**src/rtl/dice_roll_controller_if.sv**
```systemverilog
// Key inputs, random source and roll status for dice_roll_controller.
// master: the board/bench side; slave: the controller.
interface dice_roll_controller_if;
  logic       key0;
  logic       key1;
  logic       key2;
  logic [7:0] rnd_value;
  logic [2:0] selected_dice;
  logic       roll_start;
  logic       roll_busy;
  logic [7:0] value;
  logic       value_valid;

  modport master (
    output key0, key1, key2, rnd_value,
    input  selected_dice, roll_start, roll_busy, value, value_valid
  );

  modport slave (
    input  key0, key1, key2, rnd_value,
    output selected_dice, roll_start, roll_busy, value, value_valid
  );
endinterface

```
**src/rtl/dice_roll_controller.sv**
```systemverilog
// Dice selector/roller: debounced keys pick a die, KEY1 rolls for ROLL_CYCLES and latches a clamped result.
// Optional macro DICE_ANIM_EN animates value during a roll every 2^20 cycles.
module dice_roll_controller #(
  parameter int DEFAULT_DICE    = 0,
  parameter int NUM_DICE        = 6,
  parameter int DEBOUNCE_CYCLES = 500000,
  parameter int ROLL_CYCLES     = 25000000
) (
  input logic                    clk,
  input logic                    rst_n,
  dice_roll_controller_if.slave  bus
);
  localparam int              DBW      = $clog2(DEBOUNCE_CYCLES + 1);
  localparam int              RCW      = $clog2(ROLL_CYCLES + 1);
  localparam logic [DBW-1:0]  DB_LAST  = DBW'(DEBOUNCE_CYCLES - 1);
  localparam logic [RCW-1:0]  RC_LAST  = RCW'(ROLL_CYCLES - 1);
  localparam logic [2:0]      SEL_LAST = 3'(NUM_DICE - 1);
  localparam logic [2:0]      SEL_RST  = 3'(DEFAULT_DICE);

  typedef enum logic [1:0] {IDLE, ROLL, SHOW} state_t;

  logic [2:0] key_raw;
  logic [2:0] press;

  assign key_raw = {bus.key2, bus.key1, bus.key0};

  // Synchronizers reset low so a key held through reset never looks released;
  // a key must be seen released (armed) before its first press can count.
  for (genvar k = 0; k < 3; k++) begin : g_key
    logic [1:0]     sync_q;
    logic           deb_q;
    logic           armed_q;
    logic           press_q;
    logic [DBW-1:0] cnt_q;

    always_ff @(posedge clk or negedge rst_n) begin
      if (!rst_n) begin
        sync_q  <= 2'b00;
        deb_q   <= 1'b1;
        armed_q <= 1'b0;
        press_q <= 1'b0;
        cnt_q   <= '0;
      end else begin
        sync_q  <= {sync_q[0], key_raw[k]};
        press_q <= 1'b0;
        if (sync_q[1] == deb_q) begin
          cnt_q <= '0;
          if (deb_q) armed_q <= 1'b1;
        end else if (cnt_q == DB_LAST) begin
          cnt_q   <= '0;
          deb_q   <= sync_q[1];
          press_q <= armed_q & ~sync_q[1];
        end else begin
          cnt_q <= cnt_q + 1'b1;
        end
      end
    end

    assign press[k] = press_q;
  end

  function automatic logic [7:0] faces(input logic [2:0] idx);
    case (idx)
      3'd0:    faces = 8'd4;
      3'd1:    faces = 8'd6;
      3'd2:    faces = 8'd8;
      3'd3:    faces = 8'd10;
      3'd4:    faces = 8'd12;
      3'd5:    faces = 8'd20;
      default: faces = 8'd6;
    endcase
  endfunction

  state_t         state_q, state_d;
  logic [2:0]     sel_q, sel_d;
  logic [7:0]     value_q, value_d;
  logic [RCW-1:0] rcnt_q, rcnt_d;
  logic           start_q, start_d;
  logic [7:0]     face_max;
  logic [7:0]     clamped;

  assign face_max = faces(sel_q);
  assign clamped  = (bus.rnd_value != 8'd0 && bus.rnd_value <= face_max) ? bus.rnd_value : face_max;

`ifdef DICE_ANIM_EN
  logic [19:0] anim_q, anim_d;

  always_ff @(posedge clk or negedge rst_n) begin
    if (!rst_n) anim_q <= '0;
    else        anim_q <= anim_d;
  end
`endif

  always_comb begin
    state_d = state_q;
    sel_d   = sel_q;
    value_d = value_q;
    rcnt_d  = rcnt_q;
    start_d = 1'b0;
`ifdef DICE_ANIM_EN
    anim_d  = anim_q;
`endif
    case (state_q)
      IDLE, SHOW: begin
        if (press[1]) begin
          state_d = ROLL;
          start_d = 1'b1;
          rcnt_d  = '0;
          value_d = 8'd0;
`ifdef DICE_ANIM_EN
          anim_d  = '0;
`endif
        end else if (press[0] && !press[2]) begin
          sel_d   = (sel_q == SEL_LAST) ? 3'd0 : sel_q + 3'd1;
          state_d = IDLE;
          value_d = 8'd0;
        end else if (press[2] && !press[0]) begin
          sel_d   = (sel_q == 3'd0) ? SEL_LAST : sel_q - 3'd1;
          state_d = IDLE;
          value_d = 8'd0;
        end
      end
      ROLL: begin
`ifdef DICE_ANIM_EN
        anim_d = anim_q + 20'd1;
        if (anim_q == '1) value_d = clamped;
`endif
        if (rcnt_q == RC_LAST) begin
          value_d = clamped;
          state_d = SHOW;
        end else begin
          rcnt_d = rcnt_q + 1'b1;
        end
      end
      default: state_d = IDLE;
    endcase
  end

  always_ff @(posedge clk or negedge rst_n) begin
    if (!rst_n) begin
      state_q <= IDLE;
      sel_q   <= SEL_RST;
      value_q <= 8'd0;
      rcnt_q  <= '0;
      start_q <= 1'b0;
    end else begin
      state_q <= state_d;
      sel_q   <= sel_d;
      value_q <= value_d;
      rcnt_q  <= rcnt_d;
      start_q <= start_d;
    end
  end

  assign bus.selected_dice = sel_q;
  assign bus.roll_start    = start_q;
  assign bus.roll_busy     = (state_q == ROLL);
  assign bus.value         = value_q;
  assign bus.value_valid   = (state_q == SHOW);
endmodule

```
**src/flat_wrapper.sv**
```systemverilog
// flat-port wrapper written by rule: the top's interface ports become plain ports
module dice_roll_controller_flat 
#(
  parameter int DEFAULT_DICE    = 0,
  parameter int NUM_DICE        = 6,
  parameter int DEBOUNCE_CYCLES = 500000,
  parameter int ROLL_CYCLES     = 25000000
)
  (clk, rst_n, bus_key0, bus_key1, bus_key2, bus_rnd_value, bus_selected_dice, bus_roll_start, bus_roll_busy, bus_value, bus_value_valid);
  dice_roll_controller_if bus_i ();
  input logic clk;
  input logic rst_n;
  input wire logic [$bits(bus_i.key0)-1:0] bus_key0;
  input wire logic [$bits(bus_i.key1)-1:0] bus_key1;
  input wire logic [$bits(bus_i.key2)-1:0] bus_key2;
  input wire logic [$bits(bus_i.rnd_value)-1:0] bus_rnd_value;
  output wire logic [$bits(bus_i.selected_dice)-1:0] bus_selected_dice;
  output wire logic [$bits(bus_i.roll_start)-1:0] bus_roll_start;
  output wire logic [$bits(bus_i.roll_busy)-1:0] bus_roll_busy;
  output wire logic [$bits(bus_i.value)-1:0] bus_value;
  output wire logic [$bits(bus_i.value_valid)-1:0] bus_value_valid;
  assign bus_i.key0 = bus_key0;
  assign bus_i.key1 = bus_key1;
  assign bus_i.key2 = bus_key2;
  assign bus_i.rnd_value = bus_rnd_value;
  assign bus_selected_dice = bus_i.selected_dice;
  assign bus_roll_start = bus_i.roll_start;
  assign bus_roll_busy = bus_i.roll_busy;
  assign bus_value = bus_i.value;
  assign bus_value_valid = bus_i.value_valid;
  dice_roll_controller #(.DEFAULT_DICE(DEFAULT_DICE), .NUM_DICE(NUM_DICE), .DEBOUNCE_CYCLES(DEBOUNCE_CYCLES), .ROLL_CYCLES(ROLL_CYCLES)) u_core (.clk(clk), .rst_n(rst_n), .bus(bus_i));
endmodule
```
**config.mk**
```make
export PLATFORM = sky130hd
export DESIGN_NAME = dice_roll_controller_flat
export DESIGN_NICKNAME = d
export VERILOG_FILES = /design/src/rtl/dice_roll_controller_if.sv /design/src/rtl/dice_roll_controller.sv /design/src/flat_wrapper.sv
export SDC_FILE = /design/constraint.sdc
export NUM_CORES = 1
export LEC_CHECK = 0
export ABC_AREA = 1
export CAP_MARGIN = 25
export CORE_ASPECT_RATIO = 0.7
export CORE_MARGIN = 2
export CORE_UTILIZATION = 40
export DETAILED_ROUTE_END_ITERATION = 7
export SLEW_MARGIN = 15
export SYNTH_ARGS = -nofsm -noshare
export SYNTH_HDL_FRONTEND = slang
export SYNTH_SLANG_ARGS = --single-unit
```
**constraint.sdc**
```tcl
create_clock -name clk -period 3.5 [get_ports clk]
set_input_delay 0.7 -clock clk [delete_from_list [all_inputs] [get_ports clk]]
set_output_delay 0.7 -clock clk [all_outputs]
set_load 0.05 [all_outputs]
```
Word-level counts from Yosys, hierarchy flattened
Index checks and enable logic that the tools add are counted.
{"block": "word_totals", "register_bits": 111, "output_inout_bits": 14, "wordCells": 108}
{"block": "op_classes", "addsub": 6, "order_cmp": 1, "n_eq_ne": 17, "mux": 33, "n_bitwise": 10, "reduce_logical": 21}
{"op": "19-bit two-way mux", "count": 6}
{"op": "19-bit by 1-bit adder with 19-bit output (second input constant)", "count": 3}
{"op": "19-bit == test (second input constant)", "count": 3}
{"op": "25-bit two-way mux", "count": 2}
{"op": "25-bit one-hot mux with 2 select lines", "count": 1}
{"op": "8-bit two-way mux", "count": 5}
{"op": "25-bit by 1-bit adder with 25-bit output (second input constant)", "count": 1}
{"op": "25-bit == test (second input constant)", "count": 1}
{"op": "5-bit one-hot mux with 5 select lines", "count": 1}
{"op": "8-bit one-hot mux with 2 select lines", "count": 1}
{"op": "2-bit AND reduction", "count": 7}
{"op": "3-bit two-way mux", "count": 4}
{"op": "3-bit AND reduction", "count": 3}
{"op": "8-bit by 5-bit less-or-equal comparator with 1-bit output", "count": 1}
{"op": "1-bit two-way mux", "count": 8}
{"op": "2-bit two-way mux", "count": 4}
{"op": "8-bit nonzero test", "count": 1}
{"op": "1-bit inverter", "count": 7}
{"op": "3-bit by 2-bit == test with 1-bit output (second input constant)", "count": 2}
{"op": "3-bit == test (second input constant)", "count": 2}
{"op": "2-bit by 1-bit != test with 1-bit output (second input constant)", "count": 2}
{"op": "4-bit by 1-bit != test with 1-bit output (second input constant)", "count": 1}
{"op": "2-bit one-hot mux with 2 select lines", "count": 1}
{"op": "2-bit nonzero test", "count": 2}
{"op": "other kinds (12)", "count": 19}

Longest topological paths before layout
Gate-level depths: netlist (run 1).
{"block": "depth", "word_depth": 7, "ltp_mapped": 15}

Worst setup path before layout (run 1)
OpenSTA, ideal clock, no wires.
{"block": "synth_path", "path_type": "register to register", "startpoint": "reg u_core.sel_q[2] (netlist: u_core.bus.selected_dice[2])", "endpoint": "reg u_core.value_q[4] (netlist: u_core.bus.value[4])", "setup_ps": 66, "arrival_time_ps": 2367, "slack_ps": 1067, "stages_incl_launch_ff": 15, "path_cell_list": "dfrtp_1 -> inv_1 -> ha_1 -> o21ai_0 -> o21ai_0 -> ha_1 -> a21oi_1 -> nand2_1 -> nand2_1 -> nand2_1 -> nand2_1 -> nand2_1 -> nand2_1 -> nand3_1 -> nand2_1"}
{"block": "synth_via", "elab_chain_len": 7, "word_cells_on_any_way": 11, "classes_between": "order compare: 1; eq/ne: 4; mux: 4; reduce/logical: 2"}
{"element": "start, declared", "line": "dice_roll_controller.sv:75", "rtl": "logic [2:0] sel_q, sel_d;"}
{"element": "start signal, assigned", "line": "dice_roll_controller.sv:148", "rtl": "sel_q <= sel_d;"}
{"element": "3-bit == test, or another cell as far along", "line": "dice_roll_controller.sv:63", "rtl": "case (idx)"}
{"element": "5-bit one-hot mux with 5 select lines (*)", "line": "dice_roll_controller.sv:63"}
{"element": "8-bit by 5-bit less-or-equal comparator with 1-bit output", "line": "dice_roll_controller.sv:83", "rtl": "assign clamped = (bus.rnd_value != 8'd0 && bus.rnd_value <= face_max) ? bus.rnd_value : face_max;"}
{"element": "1-bit logical AND", "line": "dice_roll_controller.sv:83"}
{"element": "8-bit two-way mux (*)", "line": "dice_roll_controller.sv:83"}
{"element": "8-bit two-way mux (*)", "line": "dice_roll_controller.sv:128", "rtl": "if (rcnt_q == RC_LAST) begin"}
{"element": "8-bit one-hot mux with 2 select lines (*)", "line": "dice_roll_controller.sv:103", "rtl": "case (state_q)"}
{"element": "end signal, assigned", "line": "dice_roll_controller.sv:149", "rtl": "value_q <= value_d;"}
{"element": "end, declared", "line": "dice_roll_controller.sv:76", "rtl": "logic [7:0] value_q, value_d;"}
Mark *: on every way between the ends. The rest lies on a longest branch, timed or not. The select of a mux whose other input is x is not followed.
A chain may end at the register's enable or synchronous reset.

Worst setup path in the final report (run 1)
{"block": "layout_path", "startpoint": "reg u_core.state_q[0]", "endpoint": "out bus_roll_busy"}
{"block": "layout_via", "elab_chain_len": 1}
{"element": "start, declared", "line": "dice_roll_controller.sv:74", "rtl": "state_t state_q, state_d;"}
{"element": "start signal, assigned", "line": "dice_roll_controller.sv:147", "rtl": "state_q <= state_d;"}
{"element": "2-bit by 1-bit == test with 1-bit output", "line": "dice_roll_controller.sv:157", "rtl": "assign bus.roll_busy = (state_q == ROLL);"}
{"element": "end, declared", "line": "flat_wrapper.sv:19", "rtl": "output wire logic [$bits(bus_i.roll_busy)-1:0] bus_roll_busy;"}
Every way passes these cells.

==> results by group, run 1 <==
Outcome
  – Outcome: complete, no violations

GRT
  – Global routing usage summed across all routing layers: 0.187
  – Total overflow reported by the global router: 0
  – First-pass GRT wire length: 25200 um
  – Number of antenna violations at the first check in global routing: 0
  – Largest net degree at the start of global routing: 65
  – Vias in the first global route: 5080

Clock network
  – Number of buffers inserted during clock tree synthesis: 9
  – Count of instances resized after the clock tree is built: 0
  – Count of hold-fix buffers inserted at cts: 0
  – Clock-pin slew reported for the worst setup and hold paths after clock tree synthesis: 0.07 ns
  – Clock tree from TritonCTS: yes
  – Clk_lat worst skew: 0.36 ns
  – CTS Buffer Depth: 2
  – Post-CTS setup repair buffer count: 0
  – Htree depth: 3
  – Clock root cell: sky130_fd_sc_hd__clkbuf_16
  – Sink Count: 111

Yosys
  – Number of warnings printed during yosys synthesis: 0
  – Number of enable-type register cells in the synthesized netlist: 0
  – Number of register bits inferred by synthesis: 111
  – Flip-flop cell with the highest count after synthesis: sky130_fd_sc_hd__dfrtp_1
  – Fraction of registers with async set or reset after synthesis: 1.00
  – Largest cells by area after synthesis: sky130_fd_sc_hd__dfrtp_1 (43%), sky130_fd_sc_hd__nand2_1 (13%), sky130_fd_sc_hd__nor2_1 (10%)
  – Count of unique library cells instantiated by Yosys: 33
  – Per-instance average area after synthesis: 7.37 um^2
  – Cells after Synth: 862
  – Fraction of synthesized cell area taken by the top area cell type: 0.425
  – Register area share after synthesis: 0.438
  – Post-synth design cell area: 6350 um^2
  – Post-synthesis net count: 889
  – Cell taking the most area after synthesis: sky130_fd_sc_hd__dfrtp_1

Power and ir drop
  – Power, Total: 2.37 mW
  – Power per standard cell area: 333 nW/um^2
  – Max rail drop VDD: 0.000198 V
  – Leakage Power: 2.98 nW

Drt
  – Total number of vias: 5425
  – Final antenna-violating net count: 0
  – Vias per std cell: 4.94
  – Average routed wire per standard cell: 13.2 um
  – DRC errors left: 0
  – Routed WL: 14500 um
  – Length of the first detailed-routing pass in iterations: 6
  – Starting DRC count in detailed routing: 446

Worst setup path
  – Classification of the worst setup path: reg -> out
  – Setup crit start kind: register
  – Largest stage delay, worst path: 0.83 ns
  – Critical Path Sink Type: primary output
  – Crit-path max FO: 13
  – Worst endpoint data arrival time: 1.99 ns
  – Cell-by-cell trace of the critical path: inv_1 -> nor2_1 -> buf_4 -> clkdlybuf4s50_1
  – Max stage delay cell, worst path: sky130_fd_sc_hd__clkdlybuf4s50_1
  – Top delay family on crit path: buffers and inverters
  – Number of buffers and inverters on the critical path: 3
  – CP required: 2.80 ns

Place
  – RePlAce Congestion: 0.905
  – Dpl hpwl: 10700 um
  – Port bufs: 26

Final layout
  – Final #Nets: 921
  – Layout filler cell count: 1577
  – Antenna diode instance count: 0
  – Ratio of cells with drive above 1 in the final layout: 0.0478
  – Signed area change from the synthesized netlist to the final layout: 12.1%
  – Most frequent cells in the layout: sky130_fd_sc_hd__nand2_1 (214), sky130_fd_sc_hd__nor2_1 (175), sky130_fd_sc_hd__dfrtp_1 (108)
  – Most common cell after layout, fill and taps aside: sky130_fd_sc_hd__nand2_1

Floorplanning
  – Floorplan die width: 155 um
  – Count of boundary I/O pins: 27
  – Initial standard-cell utilization of the core: 0.410
  – Die Outline Area: 16900 um^2
  – Row Count: 38
  – Core ar.: 15500 um^2
  – Height of the die: 109 um

STA
  – Max-slew headroom at the worst pin: 0.438
  – Fin crit period: 2.69 ns
  – Count of final setup violators: 0
  – Final worst path period share: 0.768
  – Unrepaired setup endpoints after global routing: false
  – Final-report max-slew violation count: 0
  – Minimum hold slack: 0.355 ns
  – Number of hold violations in the final report: 0
  – Final TNS setup: 0 ns
  – Worst-margin pin slew: 0.842 ns
  – Maximum frequency from static timing analysis: 372 MHz
  – Largest clock skew in the final design: 0.00718 ns

Flow run
  – # Max-Cap Violations: 0

Worst hold path
  – Hold WC Path Type: reg -> reg
-- per-stage QoR --
| step | setup slack [ns] | utilization | std cells | cell area (um^2) |
|---|---|---|---|---|
| 2_1_floorplan | 1.07 | - | 862 | 6350 |
| 3_3_place_gp | 1.13 | 0.442 | 1083 | 6850 |
| 3_5_place_dp | 1.12 | 0.442 | 1083 | 6850 |
| 4_1_cts | 0.805 | 0.459 | 1099 | 7120 |
| 5_1_grt | 0.689 | 0.459 | 1099 | 7120 |
| 6_report | 0.813 | 0.459 | 1099 | 7120 |
-- cells in the mapped netlist, types with 4 or more instances --
| master | count |
|---|---|
| sky130_fd_sc_hd__o21ai_2 | 4 |
| sky130_fd_sc_hd__nand3_1 | 80 |
| sky130_fd_sc_hd__dfrtp_1 | 108 |
| sky130_fd_sc_hd__nand2_1 | 214 |
| sky130_fd_sc_hd__a21oi_1 | 12 |
| sky130_fd_sc_hd__xor2_1 | 37 |
| sky130_fd_sc_hd__xnor2_1 | 6 |
| sky130_fd_sc_hd__nand3_2 | 4 |
| sky130_fd_sc_hd__nor3b_1 | 4 |
| sky130_fd_sc_hd__nor3_1 | 27 |
| sky130_fd_sc_hd__nor4_1 | 5 |
| sky130_fd_sc_hd__nand4_1 | 27 |
| sky130_fd_sc_hd__or2_2 | 4 |
| sky130_fd_sc_hd__o21ai_0 | 12 |
| sky130_fd_sc_hd__ha_1 | 14 |
| sky130_fd_sc_hd__inv_1 | 97 |
| sky130_fd_sc_hd__nor2_1 | 175 |
-- sequential cells by signal, indices dropped and copies added (netlist names) --
signal                    flops
u_core.g_key.cnt_q           57
u_core.rcnt_q                25
u_core.bus.value              8
u_core.g_key.sync_q           6
u_core.bus.selected_dice      3
u_core.g_key.armed_q          3
u_core.g_key.deb_q            3
u_core.g_key.press_q          3
u_core.state_q                2
u_core.bus.roll_start         1
-- worst paths after layout --
path                                                          from                                   to  slack (ns)  cells after the start
max                                  u_core.state_q[0]$_DFFE_PN0P_                        bus_roll_busy        0.81                      4
min                            u_core.g_key[0].sync_q[0]$_DFF_PN0_  u_core.g_key[0].sync_q[1]$_DFF_PN0_        0.35                      0
max reg2reg                u_core.bus.selected_dice[2]$_DFFE_PN0P_      u_core.bus.value[3]$_DFFE_PN0P_        1.11                     13
min reg2reg                    u_core.g_key[0].sync_q[0]$_DFF_PN0_  u_core.g_key[0].sync_q[1]$_DFF_PN0_        0.35                      0
max in group asynchronous                                    rst_n    u_core.g_key[0].deb_q$_DFFE_PN1P_        2.35                      2
min in group asynchronous                                    rst_n   u_core.g_key[2].cnt_q[9]$_DFF_PN0_        0.46                      1
-- where the power goes --
group	total [mW]	leakage (nW)	switching [mW]	internal, mW
logic	0.0855	1.36	0.0575	0.0280
registers	1.30	1.49	0.0108	1.29
clock network	0.979	0.127	0.488	0.491
total	2.37	2.98	0.556	1.81
-- cell families (layout without fill, tap and decap cells) --
family / Yosys count / count (layout) / synth area share
AOI/OAI and AO/OA: 39 / 39 / 0.0388
xor gates and xnor gates: 43 / 43 / 0.0593
adders and majority gates: 14 / 14 / 0.0276
buffers and inverters: 109 / 146 / 0.0681
DFF: 111 / 111 / 0.438
and+or+nand+nor: 546 / 546 / 0.368
-- cell type report --
type	count	area, um^2	share of cell area
inverters	100	375	0.0527
clock buffers	11	233	0.0327
multi-input cells	642	3140	0.441
well taps	200	250	0.0351
flip-flops and latches	111	2780	0.391
repair buffers	30	300	0.0422
clock inverters	5	41.3	0.00580
-- routing by layer --
| layer | track usage | up-vias | part of all wire |
|---|---|---|---|
| met1 | 0.292 | 2476 | 0.56 |
| met2 | 0.257 | 119 | 0.38 |
| met4 | 0.0483 | 0 | 0.0097 |
| met3 | 0.0402 | 12 | 0.052 |
| li1 | - | 2818 | - |
| met5 | 0 | - | 0 |
Power figures use the tool's default switching activity.
==> inputs of run 2 (changes only) <==
==> constraint.sdc (replaced) <==
create_clock -name clk -period 2.45 [get_ports clk]
set_input_delay 0.49 -clock clk [delete_from_list [all_inputs] [get_ports clk]]
set_output_delay 0.49 -clock clk [all_outputs]
set_load 0.05 [all_outputs]
==> results by group, run 2 (same netlist as run 1, synthesis figures left out) <==
Final layout
  – Layout filler cell count: 1562 (-0.95%)
  – Register bank with the most flops: u_core.g_key.cnt_q
  – Most frequent cells in the layout: sky130_fd_sc_hd__nand2_1 (213), sky130_fd_sc_hd__nor2_1 (175), sky130_fd_sc_hd__dfrtp_1 (108)
  – Signed area change from the synthesized netlist to the final layout: 13.0%
  – Reg area: 2780 um^2 (unchanged)
  – Final Cell Area: 7180 um^2 (+0.81%)
  – Antenna diode instance count: 0 (unchanged)
  – Ratio of cells with drive above 1 in the final layout: 0.0565 (+0.00865)
  – Flip-flop count of the largest register, all copies and words added: 57 (unchanged)
  – Multi-input combinational cell area: 3140 um^2 (about the same)
  – Final #Nets: 925 (+0.43%)
  – Most common cell after layout, fill and taps aside: sky130_fd_sc_hd__nand2_1

STA
  – Final TNS setup: 0 ns (unchanged)
  – Final-report max-slew violation count: 0 (unchanged)
  – Count of final setup violators: 0 (unchanged)
  – Final worst path period share: 0.927
  – Worst-margin pin slew: 0.631 ns (-0.211 ns)
  – Maximum frequency from static timing analysis: 440 MHz
  – Fin crit period: 2.27 ns
  – Largest clock skew in the final design: 0.00813 ns (+0.000946 ns)
  – Number of hold violations in the final report: 0 (unchanged)
  – Unrepaired setup endpoints after global routing: false
  – Max-slew headroom at the worst pin: 0.579 (+0.140)

Place
  – RePlAce Congestion: 0.897 (-0.94%)
  – Dpl hpwl: 10800 um (+1.2%)
  – Post-place instance area: 6890 um^2 (+0.58%)
  – Port bufs: 26 (unchanged)

Clock network
  – CTS Buffer Depth: 2 (unchanged)
  – Htree depth: 3 (unchanged)
  – Clk_lat worst skew: 0.36 ns (about the same)
  – Number of buffers inserted during clock tree synthesis: 9 (unchanged)
  – Count of hold-fix buffers inserted at cts: 0 (unchanged)
  – Clock-pin slew reported for the worst setup and hold paths after clock tree synthesis: 0.07 ns (about the same)
  – Clock tree from TritonCTS: yes
  – Clock root cell: sky130_fd_sc_hd__clkbuf_16
  – Sink Count: 111 (unchanged)

Power and ir drop
  – Power per standard cell area: 478 nW/um^2 (+44%)
  – Switching Power: 0.812 mW (+46%)
  – Max rail drop VDD: 0.000282 V (+42%)
  – Power, Total: 3.43 mW (+45%)
  – Clock network power share: 0.422 (+0.009)
  – Leakage Power: 3.02 nW (+1.3%)
  – Share of total power consumed by net switching: 0.236 (+0.00149)
  – Pint: 2.62 mW (+45%)
  – Comb pwr share: 0.036 (about the same)
  – Share of total power in sequential cells: 0.542 (-0.009)

Worst setup path
  – CP required: 1.96 ns (-0.84 ns)
  – Crit-path max FO: 6 (-7)
  – Classification of the worst setup path: reg -> out
  – Endpoint of the most critical register-to-register path: u_core.bus.value[3]$_DFFE_PN0P_
  – Critical Path Sink Type: primary output
  – Setup crit start kind: register
  – Worst reg2reg setup slack: 0.27 ns (-0.84 ns)
  – Worst r2r src: u_core.bus.selected_dice[1]$_DFFE_PN0P_
  – Cells on worst reg2reg path: 13 (unchanged)
  – Worst endpoint data arrival time: 1.78 ns (-0.21 ns)

Drt
  – Routed WL: 14400 um (-0.49%)
  – Length of the first detailed-routing pass in iterations: 5 (-1)
  – Vias per std cell: 4.92 (-0.33%)
  – Final antenna-violating net count: 0 (unchanged)
  – Average routed wire per standard cell: 13.1 um (-0.85%)
  – DRC errors left: 0 (unchanged)
  – Total number of vias: 5427 (+0.037%)
  – Starting DRC count in detailed routing: 412 (-7.6%)

GRT
  – Largest net degree at the start of global routing: 54 (-17%)
  – Global routing usage summed across all routing layers: 0.184 (-0.00221)
  – First-pass GRT wire length: 24900 um (-1.3%)
  – Number of antenna violations at the first check in global routing: 0 (unchanged)
  – Vias in the first global route: 4945 (-2.7%)
  – Total overflow reported by the global router: 0 (unchanged)

Outcome
  – Outcome: complete, no violations

Floorplanning
  – Count of boundary I/O pins: 27 (unchanged)
  – Floorplan die width: 155 um (unchanged)
  – Initial standard-cell utilization of the core: 0.410 (unchanged)
  – Die Outline Area: 16900 um^2 (unchanged)
  – Core ar.: 15500 um^2 (unchanged)
  – Row Count: 38 (unchanged)
  – Height of the die: 109 um (unchanged)

Flow run
  – # Max-Cap Violations: 0 (unchanged)

Worst hold path
  – Hold WC Path Type: in -> async
==> run 2: power groups by stage <==
stage / sequential, mW / clock (mW) / combinational [mW]
final: 1.86 / 1.45 / 0.124
after global routing: 1.87 / 1.57 / 0.147
after CTS: 1.86 / 1.50 / 0.129
after global placement: 1.90 / 0 / 0.127
after floorplan: 1.89 / 0 / 0.0488
after detailed placement: 1.90 / 0 / 0.128
==> run 2: worst max-delay path, cell delays in order (launching register included) <==
cell and delay, ns:
sky130_fd_sc_hd__dfrtp_1 0.43, sky130_fd_sc_hd__nor2_1 0.17, sky130_fd_sc_hd__clkdlybuf4s50_1 0.82
==> run 2: through the flow <==
stage	setup WS, ns	util	cells	hold WS, ns
6_report	0.179	0.463	1103	0.0379
5_1_grt	0.0466	0.463	1103	0.0465
4_1_cts	0.125	0.463	1103	0.0404
3_5_place_dp	0.186	0.444	1087	0.335
3_3_place_gp	0.219	0.444	1087	0.336
2_1_floorplan	0.0174	-	862	0.194
==> run 2: cell type report <==
class	instances	area share
repair buffers	34	0.0474
inverters	100	0.0523
clock inverters	6	0.00697
well taps	200	0.0349
multi-input cells	642	0.438
clock buffers	10	0.0333
flip-flops and latches	111	0.387
==> run 2: timing repair <==
action / in CTS / in global routing
setup buffers: 0 / 0
gates resized for setup: 0 / 2
setup endpoints to repair: 0 / 4
==> run 2: worst max-delay path by stage <==
stage                                            endpoint                               startpoint  slack, ns
final                                     bus_value_valid            u_core.state_q[0]$_DFFE_PN0P_       0.18
after global routing      u_core.bus.value[1]$_DFFE_PN0P_  u_core.bus.selected_dice[0]$_DFFE_PN0P_       0.05
after CTS                                 bus_value_valid            u_core.state_q[0]$_DFFE_PN0P_       0.13
after detailed placement  u_core.bus.value[3]$_DFFE_PN0P_  u_core.bus.selected_dice[1]$_DFFE_PN0P_       0.19
after global placement    u_core.bus.value[4]$_DFFE_PN0P_  u_core.bus.selected_dice[1]$_DFFE_PN0P_       0.22
after floorplan           u_core.bus.value[4]$_DFFE_PN0P_  u_core.bus.selected_dice[2]$_DFFE_PN0P_       0.02
==> run 2: routing by layer <==
metal | track usage | vias to the layer above | wire length, um
li1 | - | 2830 | -
met1 | 0.296 | 2467 | 8220
met2 | 0.249 | 121 | 5390
met3 | 0.0414 | 9 | 690
met4 | 0.0351 | 0 | 99
met5 | 0 | - | 0
==> inputs of run 3 (changes only) <==
--- a/config.mk
+++ b/config.mk
@@ -7,10 +7,10 @@
 export LEC_CHECK = 0
 export ABC_AREA = 1
 export CAP_MARGIN = 25
-export CORE_ASPECT_RATIO = 0.7
 export CORE_MARGIN = 2
-export CORE_UTILIZATION = 40
+export CORE_UTILIZATION = 55
 export DETAILED_ROUTE_END_ITERATION = 7
+export PLACE_DENSITY = 0.76
 export SLEW_MARGIN = 15
 export SYNTH_ARGS = -nofsm -noshare
 export SYNTH_HDL_FRONTEND = slang
==> results by group, run 3 (same netlist as run 1, synthesis figures left out) <==
Outcome
  – Outcome: complete, no violations

Floorplanning
  – Die Outline Area: 12400 um^2 (-27%)
  – Initial standard-cell utilization of the core: 0.559 (+0.149)
  – Core ar.: 11400 um^2 (-27%)
  – Height of the die: 111 um (+1.9%)
  – Row Count: 39 (+2.6%)
  – Floorplan die width: 111 um (-28%)
  – Count of boundary I/O pins: 27 (unchanged)

Worst setup path
  – Critical Path Sink Type: primary output
  – Cells on worst reg2reg path: 13 (unchanged)
  – Setup crit start kind: register
  – Worst endpoint data arrival time: 1.75 ns (-0.03 ns)
  – CP required: 1.96 ns (about the same)
  – Crit-path max FO: 6 (unchanged)
  – Classification of the worst setup path: reg -> out

STA
  – Count of final setup violators: 0 (unchanged)
  – Worst-margin pin slew: 0.628 ns (-0.00299 ns)
  – Number of hold violations in the final report: 0 (unchanged)
  – Final-report max-slew violation count: 0 (unchanged)
  – Fin crit period: 2.24 ns (-0.0331 ns)
  – Final worst path period share: 0.914 (-0.0135)
  – Max-slew headroom at the worst pin: 0.581 (+0.00199)
  – Final TNS setup: 0 ns (unchanged)
  – Largest clock skew in the final design: 0.00930 ns (+0.00117 ns)
  – Unrepaired setup endpoints after global routing: false
  – Maximum frequency from static timing analysis: 447 MHz (+1.5%)

Drt
  – Vias per std cell: 5.28 (+7.3%)
  – DRC errors left: 0 (unchanged)
  – Starting DRC count in detailed routing: 353 (-14%)
  – Length of the first detailed-routing pass in iterations: 5 (unchanged)
  – Total number of vias: 5505 (+1.4%)
  – Final antenna-violating net count: 0 (unchanged)
  – Average routed wire per standard cell: 12.9 um (-1.2%)
  – Routed WL: 13500 um (-6.6%)

GRT
  – Number of antenna violations at the first check in global routing: 0 (unchanged)
  – First-pass GRT wire length: 23700 um (-4.9%)
  – Vias in the first global route: 5078 (+2.7%)
  – Total overflow reported by the global router: 0 (unchanged)
  – Global routing usage summed across all routing layers: 0.233 (+0.0482)
  – Largest net degree at the start of global routing: 112 (+110%)

Flow run
  – # Max-Cap Violations: 0 (unchanged)

Power and ir drop
  – Pint: 2.61 mW (-0.29%)
  – Max rail drop VDD: 0.000675 V (+140%)
  – Comb pwr share: 0.034 (-0.002)
  – Power per standard cell area: 487 nW/um^2 (+1.9%)
  – Share of total power in sequential cells: 0.538 (-0.004)
  – Share of total power consumed by net switching: 0.244 (+0.00780)
  – Clock network power share: 0.428 (+0.006)
  – Switching Power: 0.845 mW (+4.1%)
  – Leakage Power: 3.01 nW (-0.21%)

Place
  – Placed cell count: 1027 (-5.5%)
  – RePlAce Congestion: 0.951 (+6.0%)
  – Port bufs: 26 (unchanged)
  – Dpl hpwl: 9650 um (-10%)

Clock network
  – Clk_lat worst skew: 0.36 ns (about the same)
  – Number of buffers inserted during clock tree synthesis: 9 (unchanged)
  – Post-CTS setup repair buffer count: 0 (unchanged)
  – Htree depth: 3 (unchanged)
  – CTS Buffer Depth: 2 (unchanged)
  – Clock root cell: sky130_fd_sc_hd__clkbuf_16
  – Count of instances resized after the clock tree is built: 0 (unchanged)
  – Clock tree from TritonCTS: yes
  – Clock-pin slew reported for the worst setup and hold paths after clock tree synthesis: 0.08 ns (about the same)
  – Count of hold-fix buffers inserted at cts: 0 (unchanged)
  – Sink Count: 111 (unchanged)

Final layout
  – Signed area change from the synthesized netlist to the final layout: 11.7%
  – Flip-flop count of the largest register, all copies and words added: 57 (unchanged)
  – Most frequent cells in the layout: sky130_fd_sc_hd__nand2_1 (213), sky130_fd_sc_hd__nor2_1 (175), sky130_fd_sc_hd__dfrtp_1 (108)
  – Register bank with the most flops: u_core.g_key.cnt_q
  – Multi-input combinational cell area: 3140 um^2 (unchanged)
  – Most common cell after layout, fill and taps aside: sky130_fd_sc_hd__nand2_1
  – Antenna diode instance count: 0 (unchanged)
  – Count of non-filler cells in the finished layout: 1043 (-5.4%)
  – Final #Nets: 922 (-0.32%)
  – Ratio of cells with drive above 1 in the final layout: 0.0533 (-0.00315)
  – Layout filler cell count: 1005 (-36%)
  – Reg area: 2780 um^2 (unchanged)

Worst hold path
  – Hold WC Path Type: in -> async
## run 3: cell count changes in the layout (fill, tap and decap cells not counted)
| cell | previous run | this run |
|---|---|---|
| sky130_fd_sc_hd__inv_8 | 1 | 3 |
| sky130_fd_sc_hd__clkinv_4 | 1 | 2 |
| sky130_fd_sc_hd__clkinvlp_4 | 1 | 0 |
| sky130_fd_sc_hd__clkinv_8 | 0 | 1 |
| sky130_fd_sc_hd__clkinv_2 | 1 | 0 |
| sky130_fd_sc_hd__inv_6 | 2 | 1 |
| sky130_fd_sc_hd__buf_4 | 8 | 5 |
| sky130_fd_sc_hd__clkbuf_8 | 1 | 0 |
## run 3: area by class of cell
class / instances / area share
sequential: 111 / 0.392
timing repair buffer: 31 / 0.0448
clock buffer: 9 / 0.0317
tap: 143 / 0.0252
inverter: 100 / 0.0529
multi-input combinational: 642 / 0.443
clock inverter: 7 / 0.0108
## run 3: power by group through the flow
stage / clock network (mW) / registers [mW] / logic (mW)
final: 1.48 / 1.86 / 0.118
after global routing: 1.59 / 1.86 / 0.138
after CTS: 1.52 / 1.86 / 0.122
after detailed placement: 0 / 1.90 / 0.122
after global placement: 0 / 1.90 / 0.120
after floorplan: 0 / 1.89 / 0.0488
## run 3: critical path, cell delays in order (launching register included)
cell and delay [ns]:
sky130_fd_sc_hd__dfrtp_1 0.44, sky130_fd_sc_hd__nor2_1 0.12, sky130_fd_sc_hd__clkdlybuf4s50_1 0.83
## run 3: metal layers
layer	part of all wire	vias to the layer above	wire length, um	global-route usage
met2	0.44	144	5920	0.360
met4	0.012	0	159	0.0642
li1	-	2828	-	-
met3	0.052	15	699	0.0517
met1	0.50	2518	6670	0.333
met5	0	-	0	0
## run 3: per-stage QoR
step / setup slack [ns] / hold WS [ns] / util / area (um^2) / power, mW
2_1_floorplan: 0.0174 / 0.194 / - / 6350 / 1.94
3_3_place_gp: 0.281 / 0.333 / 0.597 / 6790 / 2.02
3_5_place_dp: 0.216 / 0.336 / 0.597 / 6790 / 2.02
4_1_cts: 0.177 / 0.217 / 0.624 / 7090 / 3.50
5_1_grt: 0.0217 / 0.234 / 0.624 / 7100 / 3.59
6_report: 0.212 / 0.177 / 0.624 / 7100 / 3.46
## run 3: final timing paths
path	from	to	slack, ns
max	u_core.state_q[0]$_DFFE_PN0P_	bus_value_valid	0.21
max in group asynchronous	rst_n	u_core.rcnt_q[22]$_DFFE_PN0P_	1.83
min in group clk	u_core.g_key[1].sync_q[0]$_DFF_PN0_	u_core.g_key[1].sync_q[1]$_DFF_PN0_	0.35
min reg2reg	u_core.g_key[1].sync_q[0]$_DFF_PN0_	u_core.g_key[1].sync_q[1]$_DFF_PN0_	0.35
max reg2reg	u_core.bus.selected_dice[1]$_DFFE_PN0P_	u_core.bus.value[1]$_DFFE_PN0P_	0.28
min	rst_n	u_core.bus.roll_start$_DFF_PN0_	0.18
